File: config.mk
export PLATFORM = sky130hd
export DESIGN_NAME = phy_rx_unstripe
export DESIGN_NICKNAME = d
export VERILOG_FILES = /design/src/rtl/phy_rx_unstripe.sv
export SDC_FILE = /design/constraint.sdc
export NUM_CORES = 1
export LEC_CHECK = 0
export CORE_AREA = 2 2 221 223
export CTS_CLUSTER_SIZE = 28
export DETAILED_ROUTE_END_ITERATION = 10
export DIE_AREA = 0 0 223 225
export MAX_ROUTING_LAYER = met4
export PLACE_DENSITY_LB_ADDON = 0.12
export SETUP_SLACK_MARGIN = 0.3
export SYNTH_ARGS = -nofsm -noshare
export SYNTH_HDL_FRONTEND = slang
export SYNTH_SLANG_ARGS = --single-unit
File: constraint.sdc
create_clock -name clk_4f -period 3.9 [get_ports clk_4f]
set_clock_uncertainty 0.15 [all_clocks]
set_input_delay 0.39 -clock clk_4f [delete_from_list [all_inputs] [get_ports clk_4f]]
set_output_delay 0.39 -clock clk_4f [all_outputs]
set_load 0.01 [all_outputs]
File: src/rtl/phy_rx_unstripe.sv
// Receive un-striper: packs each lane's bytes MSB-first into 32-bit words,
// buffers them per lane and re-interleaves them strictly lane 0, lane 1, lane 0, ...
module phy_rx_unstripe #(
  parameter int FIFO_DEPTH = 4,
  parameter int PTR_W      = 2
) (
  input  logic        clk_4f,
  input  logic        reset,
  input  logic [7:0]  data_in_0,
  input  logic        valid_in0,
  input  logic [7:0]  data_in_1,
  input  logic        valid_in1,
  output logic [31:0] data_out,
  output logic        valid_out,
  output logic        overflow_err,
  output logic        o_dbg_state
);

  localparam logic [0:0]     EXP_L0   = 1'b0;
  localparam logic [0:0]     EXP_L1   = 1'b1;
  localparam logic [PTR_W:0] LP_DEPTH = (PTR_W+1)'(FIFO_DEPTH);

  // Packer state, per lane
  logic [1:0]       r_bcnt  [2];
  logic [23:0]      r_shift [2];

  // Lane FIFOs
  logic [31:0]      r_mem   [2][FIFO_DEPTH];
  logic [PTR_W-1:0] r_wr    [2];
  logic [PTR_W-1:0] r_rd    [2];
  logic [PTR_W:0]   r_count [2];

  logic [0:0]       r_state;
  logic [31:0]      r_data;
  logic             r_valid;
  logic             r_ovf;

  logic [7:0]       w_din   [2];
  logic [31:0]      w_word  [2];
  logic [1:0]       w_vin;
  logic [1:0]       w_push;
  logic [1:0]       w_empty;
  logic [1:0]       w_full;
  logic [1:0]       w_pop;
  logic [1:0]       w_acc;
  logic [1:0]       w_drop;

  assign w_din[0] = data_in_0;
  assign w_din[1] = data_in_1;
  assign w_vin    = {valid_in1, valid_in0};

  // A push into a full FIFO is only accepted when the same edge frees a slot.
  always_comb begin
    for (int l = 0; l < 2; l++) begin
      w_word[l]  = {r_shift[l], w_din[l]};
      w_push[l]  = w_vin[l] && (r_bcnt[l] == 2'd3);
      w_empty[l] = (r_count[l] == '0);
      w_full[l]  = (r_count[l] == LP_DEPTH);
      w_pop[l]   = !w_empty[l] && (r_state == 1'(l));
      w_acc[l]   = w_push[l] && (!w_full[l] || w_pop[l]);
      w_drop[l]  = w_push[l] && w_full[l] && !w_pop[l];
    end
  end

  always_ff @(posedge clk_4f or posedge reset) begin
    if (reset) begin
      for (int l = 0; l < 2; l++) begin
        r_bcnt[l]  <= '0;
        r_shift[l] <= '0;
        r_wr[l]    <= '0;
        r_rd[l]    <= '0;
        r_count[l] <= '0;
      end
    end else begin
      for (int l = 0; l < 2; l++) begin
        if (w_vin[l]) begin
          r_bcnt[l]  <= r_bcnt[l] + 2'd1;
          r_shift[l] <= {r_shift[l][15:0], w_din[l]};
        end
        if (w_acc[l]) r_wr[l] <= r_wr[l] + PTR_W'(1);
        if (w_pop[l]) r_rd[l] <= r_rd[l] + PTR_W'(1);
        case ({w_acc[l], w_pop[l]})
          2'b10:   r_count[l] <= r_count[l] + (PTR_W+1)'(1);
          2'b01:   r_count[l] <= r_count[l] - (PTR_W+1)'(1);
          default: r_count[l] <= r_count[l];
        endcase
      end
    end
  end

  // Storage needs no reset; emptiness is tracked by the occupancy counters.
  always_ff @(posedge clk_4f) begin
    for (int l = 0; l < 2; l++) begin
      if (w_acc[l]) r_mem[l][r_wr[l]] <= w_word[l];
    end
  end

  always_ff @(posedge clk_4f or posedge reset) begin
    if (reset) begin
      r_state <= EXP_L0;
      r_data  <= '0;
      r_valid <= 1'b0;
      r_ovf   <= 1'b0;
    end else begin
      r_valid <= 1'b0;
      if (|w_drop) r_ovf <= 1'b1;
      case (r_state)
        EXP_L0: if (w_pop[0]) begin
          r_data  <= r_mem[0][r_rd[0]];
          r_valid <= 1'b1;
          r_state <= EXP_L1;
        end
        default: if (w_pop[1]) begin
          r_data  <= r_mem[1][r_rd[1]];
          r_valid <= 1'b1;
          r_state <= EXP_L0;
        end
      endcase
    end
  end

  assign data_out     = r_data;
  assign valid_out    = r_valid;
  assign overflow_err = r_ovf;
  assign o_dbg_state  = r_state;

endmodule

==> out/summary.txt, run 1 <==
Outcome: finished clean
DP Wirelength: 20.12 mm
Post-synth ARST share: 28.29%
Worst-path clk slew: 0.06 ns
Yosys top cell area share: 55.98%
Hold Vio Cnt, Final: 0
First-pass GRT wire length: 47.37 mm
Setup crit start kind: flip-flop
Vias in the first global route: 7017
VDD IR max: 0.2818 mV
Data required, critical path: 4.21 ns
GRT Total Usage: 13.31%
Die area: 50180 um2
Initial core utilization: 28.88%
DR vias/cell: 4.617
Crit-path slowest cell: dfrtp_1
Mux cell area share after synthesis: 15.19%
Count leader, synth: edfxtp_1
Crit Path Category: reg2reg
CTS Buf Count: 40
Synth area leader: edfxtp_1
Leak pwr: 5.746 nW
Slew Limit Fails: 0
Syn Nets: 739
Fmax: 0.3579 GHz
Worst-path maximum fanout: 17
H-tree depth: 2
DRT Wirelength: 31.46 mm
Critical path capture point type: flip-flop
Number of cells upsized or downsized after cts: 0
R2r setup slk: 1.11 ns
Pwr Density: 780.8 nW/um2
Largest family of logic cells by synthesized area: multiplexers
Fin Setup TNS: 0 ns
Die X: 223 um
Sink Count: 357
Slew HR: 8.066%
CTS max path bufs: 3
Initial drt markers: 363
Synth Area per Inst: 19.48 um2
Top post-synthesis cells by area: edfxtp_1 56%, dfrtp_1 18%, mux4_2 10%
CP max stage delay: 0.62 ns
Worst path bufs/invs: 2
Post-synth EDFFs: 256
XOR/XNOR Fraction of Synth Area: 0.8929%
Row count: 80
Path category of the worst min-delay check: in2async
Cells after Synth: 705
Worst-Margin Slew: 1.368 ns
R2R cell count: 9
RSZ-0062 raised after global routing: false
Max Cap Violations: 0
DRC Markers: 0
Synth Area in Compound Gates: 3.781%
Crit path arrival time: 3.10 ns
Yosys warnings: 0
Routed via count: 6602
Hold_buf cts: 0
Router iterations before antenna repair: 4
Seq/Total Area, Yosys: 74.38%
Post-route ant nets: 0
Post-synthesis register bit count: 357
Area grow syn2layout: 19.64%
Register area: 10220 um2
Global placement routability congestion: 0.7225
Setup-failing EPs final: 0
Core Box Area: 47550 um2
Layout cell share with drive strength beyond 1: 24.91%
Reg-to-reg endpoint: r_count[2]
Final core occ: 34.56%
Die Span Y: 225 um
Clk_lat worst skew: 0.56 ns
Area taken by multi-input logic gates: 3182 um2
Antenna Cells: 0
Tcrit/Tclk final: 71.64%
Layout Nets: 817
CTS tree: done
Setup bufs post-CTS: 0
Reg-to-reg critical path startpoint: o_dbg_state
Adder-cell share of the synthesized area: 1.385%
Total gr overflow: 0
Top_reg_cell synth: edfxtp_1
Root Buffer: clkbuf_16
Simple-gate area share of the yosys netlist: 1.777%
Fillcell total: 4439
Hold WS: 0.05043 ns
DR WL/cell: 22.00 um
Synth top cells by count: 256 x edfxtp_1, 101 x dfrtp_1, 61 x mux4_2
Synth cell types: 35
CP delay by family, top: simple AND/OR/NAND/NOR gates
Pin count of the biggest net entering global routing: 75
Port-buffer cells: 54
Crit path cell chain: or4b_1 > nor2b_4 > inv_1 > ha_1 > inv_1 > fa_1 > xor2_1 > nor2_1 > xor2_1
Initial antenna violation count: 0
Ports: 55
Synthesized cell area: 13730 um2
Final worst path period need: 2.794 ns
==> power by group <==
| group | leakage, nW | internal [W] | switching, W | total (W) |
|---|---|---|---|---|
| combinational | 1.60 | 0.00167 | 0.00178 | 0.00345 |
| sequential | 3.48 | 0.00480 | 0.000643 | 0.00544 |
| clock | 0.670 | 0.00244 | 0.00150 | 0.00394 |
| total | 5.75 | 0.00891 | 0.00391 | 0.0128 |
==> how the worst max path moves through the flow <==
stage          slack, ns         from     endpoint  depth (start not counted)
2_1_floorplan       0.71        reset  data_out[0]                          1
3_3_place_gp        1.05    valid_in0   r_count[5]                          9
3_5_place_dp        1.03    valid_in0   r_count[5]                          9
4_1_cts             1.10  o_dbg_state   r_count[2]                          9
5_1_grt             0.95   r_count[0]   r_count[2]                          8
6_report            1.11  o_dbg_state   r_count[2]                          9
==> final cells by class <==
type                    count  share of cell area (%)
flip-flops and latches    357                   62.18
multi-input cells         276                   19.36
clock buffers              56                   6.952
well taps                 615                   4.683
repair buffers             75                   4.554
clock inverters            18                   1.493
inverters                  33                  0.7691
==> flip-flops by register name, indices dropped and copies added, names as in the netlist, 4 cells and up <==
signal and count:
r_wr 4, data_out 32, r_mem 256, r_bcnt 4, r_count 6, r_shift 48
r_rd 4
==> stage by stage <==
step	setup WS (ns)	instances	area [um2]	power [W]
global placement	1.054	1356	15040	0.008960
global route	0.9514	1430	16430	0.01351
floorplan	0.7129	705	13730	0.007587
detailed placement	1.031	1356	15040	0.009065
finish	1.106	1430	16430	0.01283
CTS	1.098	1430	16430	0.01306
==> worst reg2reg max path: stages (launching register included) <==
cell,delay (ns)
dfrtp_1,0.62
or4b_1,0.61
nor2b_4,0.18
inv_1,0.06
ha_1,0.17
inv_1,0.06
fa_1,0.38
xor2_1,0.15
nor2_1,0.13
xor2_1,0.18
==> cell families after synthesis <==
| family | count (synthesis) |
|---|---|
| DFF | 357 |
| muxes | 119 |
| AOI/OAI and AO/OA | 79 |
| buffers and inverters | 72 |
| and+or+nand+nor | 50 |
| xor gates and xnor gates | 14 |
| adders and majority gates | 14 |
==> per-layer routing <==
metal  global-route usage, %  vias up  wire [um]
met1                   17.54     3512      13910
met3                   2.112       49       1512
met5                       -        -          0
met4                   4.763        0        775
li1                        -     2922          -
met2                   20.98      119      15270
==> cells in the final DEF (no fill, tap or decap), types with 2 or more instances in the layout <==
cell / count
a21oi_1: 45
a22oi_1: 12
and2_1: 8
buf_12: 4
buf_4: 17
bufinv_16: 6
clkbuf_1: 9
clkbuf_16: 41
clkbuf_8: 6
clkdlybuf4s50_1: 54
clkinv_1: 6
clkinv_2: 2
clkinvlp_4: 2
dfrtp_1: 99
dfrtp_2: 2
edfxtp_1: 256
fa_1: 2
ha_1: 12
inv_1: 32
inv_6: 2
mux2_2: 52
mux4_1: 3
mux4_2: 61
nand2_1: 27
nand3_1: 2
nor2_1: 5
o32ai_1: 18
o32ai_2: 2
or3_1: 3
xnor2_1: 8
xor2_1: 6
No activity file was read; power rests on OpenSTA's default activity.
==> run 2: changes to the inputs <==
==> constraint.sdc (replaced) <==
create_clock -name clk_4f -period 2.4 [get_ports clk_4f]
set_clock_uncertainty 0.15 [all_clocks]
set_input_delay 0.24 -clock clk_4f [delete_from_list [all_inputs] [get_ports clk_4f]]
set_output_delay 0.24 -clock clk_4f [all_outputs]
set_load 0.01 [all_outputs]
==> run 2 against run 1 <==
Effect of this change:
- maximum frequency grew 25%
- count of clock-buffer cells in the layout shrank 1
- via count rose by 3.4%
- first-iteration DRC count increased by 0.55%
- register-to-register slack worse by 0.95 ns
- sequential power grew 55%
- worst setup slack worse by 0.95 ns
- sequential cell count unchanged
- die area unchanged
- combinational power rose by 99%
- highest routed layer unchanged
==> out/summary.txt, run 2 (synthesis results as in run 1) <==
DP Wirelength: 20.56 mm (+2.2%)
CTS max path bufs: 3 (unchanged)
Hold Path Origin: data_in_1[0]
Worst-path clk slew: 0.06 ns (about the same)
Tcrit/Tclk final: 93.36% (+22 points)
Die Span Y: 225 um (unchanged)
R2R cell count: 9 (unchanged)
Post-route cell area: 17160 um2 (+4.5%)
Core Box Area: 47550 um2 (unchanged)
Final worst path period need: 2.241 ns (-0.5534 ns)
Crit-path slowest cell: or4b_4
Layout cell share with drive strength beyond 1: 32.13% (+7.2 points)
Routed via count: 6829 (+3.4%)
CTS tree: done
GRT Total Usage: 13.65% (+0.34 points)
Die X: 223 um (unchanged)
Crit path arrival time: 2.55 ns (-0.55 ns)
CTS Buf Count: 40 (unchanged)
Gate power share: 32.4% (+5.5 points)
DR WL/cell: 22.65 um (+3.0%)
DRT Wirelength: 33.46 mm (+6.3%)
Most frequent cells in the layout: 256 x edfxtp_1, 96 x dfrtp_1, 61 x mux4_2
Global routing usage on met2: 22.24% (+1.3 points)
Initial drt markers: 365 (+0.55%)
Reg-to-reg endpoint: r_count[2]
Port-buffer cells: 54 (unchanged)
DR vias/cell: 4.624 (+0.15%)
Router iterations before antenna repair: 5 (+1)
Slew HR: 52.25% (+44 points)
Internal: 0.01468 W (+65%)
Slew Limit Fails: 0 (unchanged)
Final core occ: 36.10% (+1.5 points)
Clk_lat worst skew: 0.54 ns (-0.02 ns)
Path category of the worst min-delay check: in2reg
Hold Path End: r_mem[0][192]
Most common cell after layout, fill and taps aside: edfxtp_1
Met1 Use GR: 17.32% (-0.22 points)
Hold Crit Depth: 1
Hold Vio Cnt, Final: 0 (unchanged)
Post-route ant nets: 0 (unchanged)
Critical path capture point type: flip-flop
First-pass GRT wire length: 48.70 mm (+2.8%)
Setup crit start kind: flip-flop
Grt peak-use layer: met2
Area grow syn2layout: 24.97%
Area after DPL: 15430 um2 (+2.6%)
Sw frac: 30.92% (+0.41 points)
Reg-to-reg critical path startpoint: r_count[1]
Ports: 55 (unchanged)
Data required, critical path: 2.71 ns (-1.50 ns)
Total gr overflow: 0 (unchanged)
Max reg flops: 256 (unchanged)
Outcome: finished clean
Max Cap Violations: 0 (unchanged)
VDD IR max: 0.6685 mV (+140%)
Hold WS: 0.2196 ns (+0.1692 ns)
CP max stage delay: 0.54 ns (-0.08 ns)
RSZ-0062 raised after global routing: true
Net switching power: 0.006569 W (+68%)
Crit path cell chain: or4b_4 > nor2b_4 > inv_2 > ha_4 > inv_2 > fa_2 > xor2_1 > nor2_1 > xor2_1
Crit Path Category: reg2reg
Fin Setup TNS: 0 ns (unchanged)
Vias in the first global route: 7412 (+5.6%)
Sink Count: 357 (unchanged)
Worst-path maximum fanout: 2 (-15)
Die area: 50180 um2 (unchanged)
Layout Nets: 866 (+6.0%)
Worst-Margin Slew: 0.7147 ns (-0.6538 ns)
Pwr Density: 1238 nW/um2 (+59%)
Antenna Cells: 0 (unchanged)
Row count: 80 (unchanged)
R2r setup slk: 0.16 ns (-0.95 ns)
Leak pwr: 6.072 nW (+5.7%)
GR Util met3: 2.621% (+0.51 points)
Root Buffer: clkbuf_16
Seq pwr share: 39.8% (-2.6 points)
Clock share of power: 27.9% (-2.8 points)
H-tree depth: 2 (unchanged)
Pin count of the biggest net entering global routing: 34 (-55%)
Initial core utilization: 28.88% (unchanged)
DRC Markers: 0 (unchanged)
Setup-failing EPs final: 0 (unchanged)
Initial antenna violation count: 0 (unchanged)
Fmax: 0.4463 GHz (+25%)
Global placement routability congestion: 0.7231 (about the same)
-- run 2: cell count changes in the layout (fill, tap and decap cells not counted), sizes merged --
cell and delta:
clkbuf +9, clkdlybuf4s50 -1, clkinv +3, dlygate4sd3 +1
clkinvlp +3, dlymetal6s2s +1, bufinv -4, inv -3
buf +38
-- run 2: how the worst max path moves through the flow --
stage | startpoint | endpoint | slack [ns] | depth (start not counted)
6_report | r_count[1] | r_count[2] | 0.16 | 9
3_3_place_gp | valid_in0 | r_count[5] | 0.02 | 9
4_1_cts | r_count[1] | r_count[2] | 0.11 | 9
5_1_grt | r_count[1] | r_count[2] | 0.09 | 9
3_5_place_dp | valid_in0 | r_count[5] | 0.03 | 9
2_1_floorplan | o_dbg_state | r_count[2] | 0.11 | 9
-- run 2: cell type report --
class	instances	area [um2]
fillers	4376	30380
multi-input cells	276	3248
inverters	33	127.6
flip-flops and latches	357	10220
clock inverters	17	145.1
clock buffers	55	1129
repair buffers	124	1523
well taps	615	769.5
-- run 2: routing by layer --
metal / routed length, um / share of wire [%]
met5: 0 / 0
met2: 16770 / 50
met3: 1440 / 4.3
met4: 658 / 2.0
met1: 14590 / 44
-- run 2: worst max-delay path: cells and delay by family (launching register included) --
family / cells / cell delay (ns)
adder cells (fa/ha/maj): 2 / 0.45
buffers and inverters: 2 / 0.10
AND/OR/NAND/NOR: 3 / 0.80
flip-flops: 1 / 0.37
XOR/XNOR: 2 / 0.29
-- run 2: what timing repair did --
action / in CTS / in global routing
pin swaps: 2 / 5
endpoints found under the setup margin: 5 / 138
hold endpoints to repair: 8 / 0
setup buffers: 4 / 6
cloned: 0 / 14
resized for setup: 8 / 15
hold buffers: 1 / 0
-- run 2: power groups by stage --
stage | Sequential (W) | Combinational (W) | Clock, W
finish | 0.00845 | 0.00688 | 0.00592
global route | 0.00858 | 0.00747 | 0.00633
CTS | 0.00847 | 0.00673 | 0.00610
detailed placement | 0.00858 | 0.00661 | 0
global placement | 0.00850 | 0.00652 | 0
floorplan | 0.00851 | 0.00384 | 0
-- run 2: stage by stage --
stage	total power, W	worst slack [ns]	cells
5_1_grt	0.02238	0.08805	1477
3_5_place_dp	0.01519	0.03307	1380
2_1_floorplan	0.01234	0.1080	705
6_report	0.02125	0.1593	1477
3_3_place_gp	0.01502	0.02204	1380
4_1_cts	0.02131	0.1145	1457
==> run 3: changes to the inputs <==
--- a/config.mk
+++ b/config.mk
@@ -5,10 +5,10 @@
 export SDC_FILE = /design/constraint.sdc
 export NUM_CORES = 1
 export LEC_CHECK = 0
-export CORE_AREA = 2 2 221 223
+export CORE_AREA = 2 2 173 175
 export CTS_CLUSTER_SIZE = 28
 export DETAILED_ROUTE_END_ITERATION = 10
-export DIE_AREA = 0 0 223 225
+export DIE_AREA = 0 0 175 177
 export MAX_ROUTING_LAYER = met4
 export PLACE_DENSITY_LB_ADDON = 0.12
 export SETUP_SLACK_MARGIN = 0.3
==> run 3 against run 2 <==
Effect of this change:
- hold slack gained 0.025 ns
- maximum frequency shrank 2.6%
- sequential power grew 0.5%
- sequential share of layout area grew 1.6 points
- register-to-register slack lost 0.06 ns
- sequential cell count is the same
- global-route usage grew 5.5 points
- routed wire length shrank 15%
- final cell count shrank 16%
- combinational power shrank 6.0%
==> out/summary.txt, run 3 (synthesis results as in run 1) <==
Die X: 175 um (-22%)
CTS Buf Count: 38 (-5.0%)
R2r setup slk: 0.1 ns (-0.06 ns)
Port-buffer cells: 54 (unchanged)
Worst-path clk slew: 0.06 ns (about the same)
Sink Count: 357 (unchanged)
Data required, critical path: 2.67 ns (-0.04 ns)
Vias in the first global route: 7013 (-5.4%)
Register area: 10220 um2 (about the same)
Post-route ant nets: 0 (unchanged)
Pwr Density: 1237 nW/um2 (about the same)
Antenna Cells: 0 (unchanged)
Ports: 55 (unchanged)
Pre-CTS setup slack: -0.02659 ns (-0.05966 ns)
Leak pwr: 5.986 nW (-1.4%)
Critical path capture point type: flip-flop
Outcome: finished clean
Setup crit start kind: flip-flop
Fillcell total: 2198 (-50%)
DR WL/cell: 22.92 um (+1.2%)
DP Wirelength: 17.98 mm (-13%)
DR vias/cell: 5.465 (+18%)
Total gr overflow: 0 (unchanged)
Clk_lat worst skew: 0.51 ns (-0.03 ns)
Area taken by multi-input logic gates: 3264 um2 (+0.50%)
Root Buffer: clkbuf_16
Die Span Y: 177 um (-21%)
RSZ-0062 raised after global routing: true
Most frequent cells in the layout: 256 x edfxtp_1, 95 x dfrtp_1, 61 x mux4_2
Max Cap Violations: 0 (unchanged)
First-pass GRT wire length: 42.95 mm (-12%)
DRT Wirelength: 28.47 mm (-15%)
DP Cell Count: 1154 (-16%)
Fin worst setup slack: 0.09946 ns (-0.05980 ns)
Final worst path period need: 2.301 ns (+0.05980 ns)
Routed via count: 6788 (-0.60%)
Setup-failing EPs final: 0 (unchanged)
H-tree depth: 2 (unchanged)
Max reg flops: 256 (unchanged)
Hold Vio Cnt, Final: 0 (unchanged)
Path category of the worst min-delay check: in2reg
Router iterations before antenna repair: 6 (+1)
Crit Path Category: reg2reg
Slew Limit Fails: 0 (unchanged)
Fmax: 0.4347 GHz (-2.6%)
Hold Path Origin: data_in_0[0]
Internal: 0.01453 W (-1.0%)
Pin count of the biggest net entering global routing: 36 (+5.9%)
Worst-Margin Slew: 0.5527 ns (-0.1620 ns)
Net switching power: 0.006144 W (-6.5%)
Gate power share: 31.3% (-1.1 points)
Layout Nets: 856 (-1.2%)
Tcrit/Tclk final: 95.86% (+2.5 points)
Area grow syn2layout: 21.68%
Worst-path maximum fanout: 2 (unchanged)
Critical Path Source: o_dbg_state
Initial antenna violation count: 0 (unchanged)
Clock share of power: 27.6% (-0.3 points)
Reg-to-reg critical path startpoint: o_dbg_state
Most common cell after layout, fill and taps aside: edfxtp_1
Seq pwr share: 41.1% (+1.3 points)
Row count: 63 (-21%)
Global placement routability congestion: 0.8087 (+12%)
Die area: 30980 um2 (-38%)
Core Box Area: 29240 um2 (-38%)
Crit path arrival time: 2.58 ns (+0.03 ns)
Slew HR: 63.04% (+11 points)
VDD IR max: 0.6971 mV (+4.3%)
Initial drt markers: 540 (+48%)
Layout cell share with drive strength beyond 1: 31.22% (-0.91 points)
CTS max path bufs: 3 (unchanged)
Cell Count, Final, Fillers Out: 1242 (-16%)
DRC Markers: 0 (unchanged)
Sw frac: 29.72% (-1.2 points)
GRT Total Usage: 19.18% (+5.5 points)
CTS tree: done
Final core occ: 57.14% (+21 points)
Initial core utilization: 46.96% (+18 points)
## run 3: changes by cell type in the layout (fill, tap and decap cells not counted), sizes merged
cell	before	now
buf	59	57
clkdlybuf4s50	53	54
clkbuf	65	60
clkinvlp	5	3
clkinv	11	10
dlymetal6s2s	1	0
## run 3: cell type report
| type | instances | share of cell area, % |
|---|---|---|
| clock inverters | 14 | 0.7188 |
| multi-input cells | 276 | 19.53 |
| clock buffers | 56 | 6.776 |
| well taps | 390 | 2.920 |
| inverters | 33 | 0.7637 |
| flip-flops and latches | 357 | 61.17 |
| repair buffers | 116 | 8.116 |
## run 3: power by group through the flow
| stage | Clock [W] | Sequential [W] | Combinational (W) |
|---|---|---|---|
| 2_1_floorplan | 0 | 0.00851 | 0.00384 |
| 3_3_place_gp | 0 | 0.00855 | 0.00597 |
| 3_5_place_dp | 0 | 0.00864 | 0.00609 |
| 4_1_cts | 0.00586 | 0.00850 | 0.00624 |
| 6_report | 0.00571 | 0.00849 | 0.00647 |
| 5_1_grt | 0.00611 | 0.00860 | 0.00703 |
## run 3: final timing paths
path	to	cells after the start
worst min-delay path	r_mem[0][32]	1
worst min register to register	overflow_err	1
worst max-delay path	r_count[2]	9
max in group asynchronous	r_shift[32]	5
min in group asynchronous	r_rd[3]	3
worst max register to register	r_count[2]	9
## run 3: routing by layer
metal  vias up  track usage, %  share of wire [%]
met5         -               -                  0
met4         0           5.382                2.3
met3        54           3.780                4.8
met2       148           30.19                 50
met1      3583           25.85                 43
li1       3003               -                  -
## run 3: worst max-delay path, stage by stage, from the launching register on
cell and delay (ns):
dfrtp_2 0.40, or4b_4 0.54, nor2b_4 0.15, inv_2 0.07, ha_4 0.13, inv_2 0.03, fa_2 0.32, xor2_1 0.15
nor2_1 0.14, xor2_1 0.15
## run 3: what timing repair did
item | in CTS | in global routing
pin swaps | 3 | 11
resized for setup | 2 | 35
hold buffers | 1 | 0
setup buffers | 7 | 3
hold endpoints to repair | 12 | 0
gates cloned | 0 | 7
setup endpoints to repair | 7 | 209
## run 3: per-stage QoR
step | area, um2 | setup TNS, ns | total power (W) | hold WS [ns]
after detailed placement | 15110 | -0.02659 | 0.01473 | 0.3119
after global placement | 15110 | -0.004121 | 0.01453 | 0.3076
after CTS | 16430 | 0 | 0.02059 | 0.2339
after floorplan | 13750 | 0 | 0.01234 | 0.1889
after global routing | 16710 | -0.0001732 | 0.02174 | 0.2675
final | 16710 | 0 | 0.02067 | 0.2443
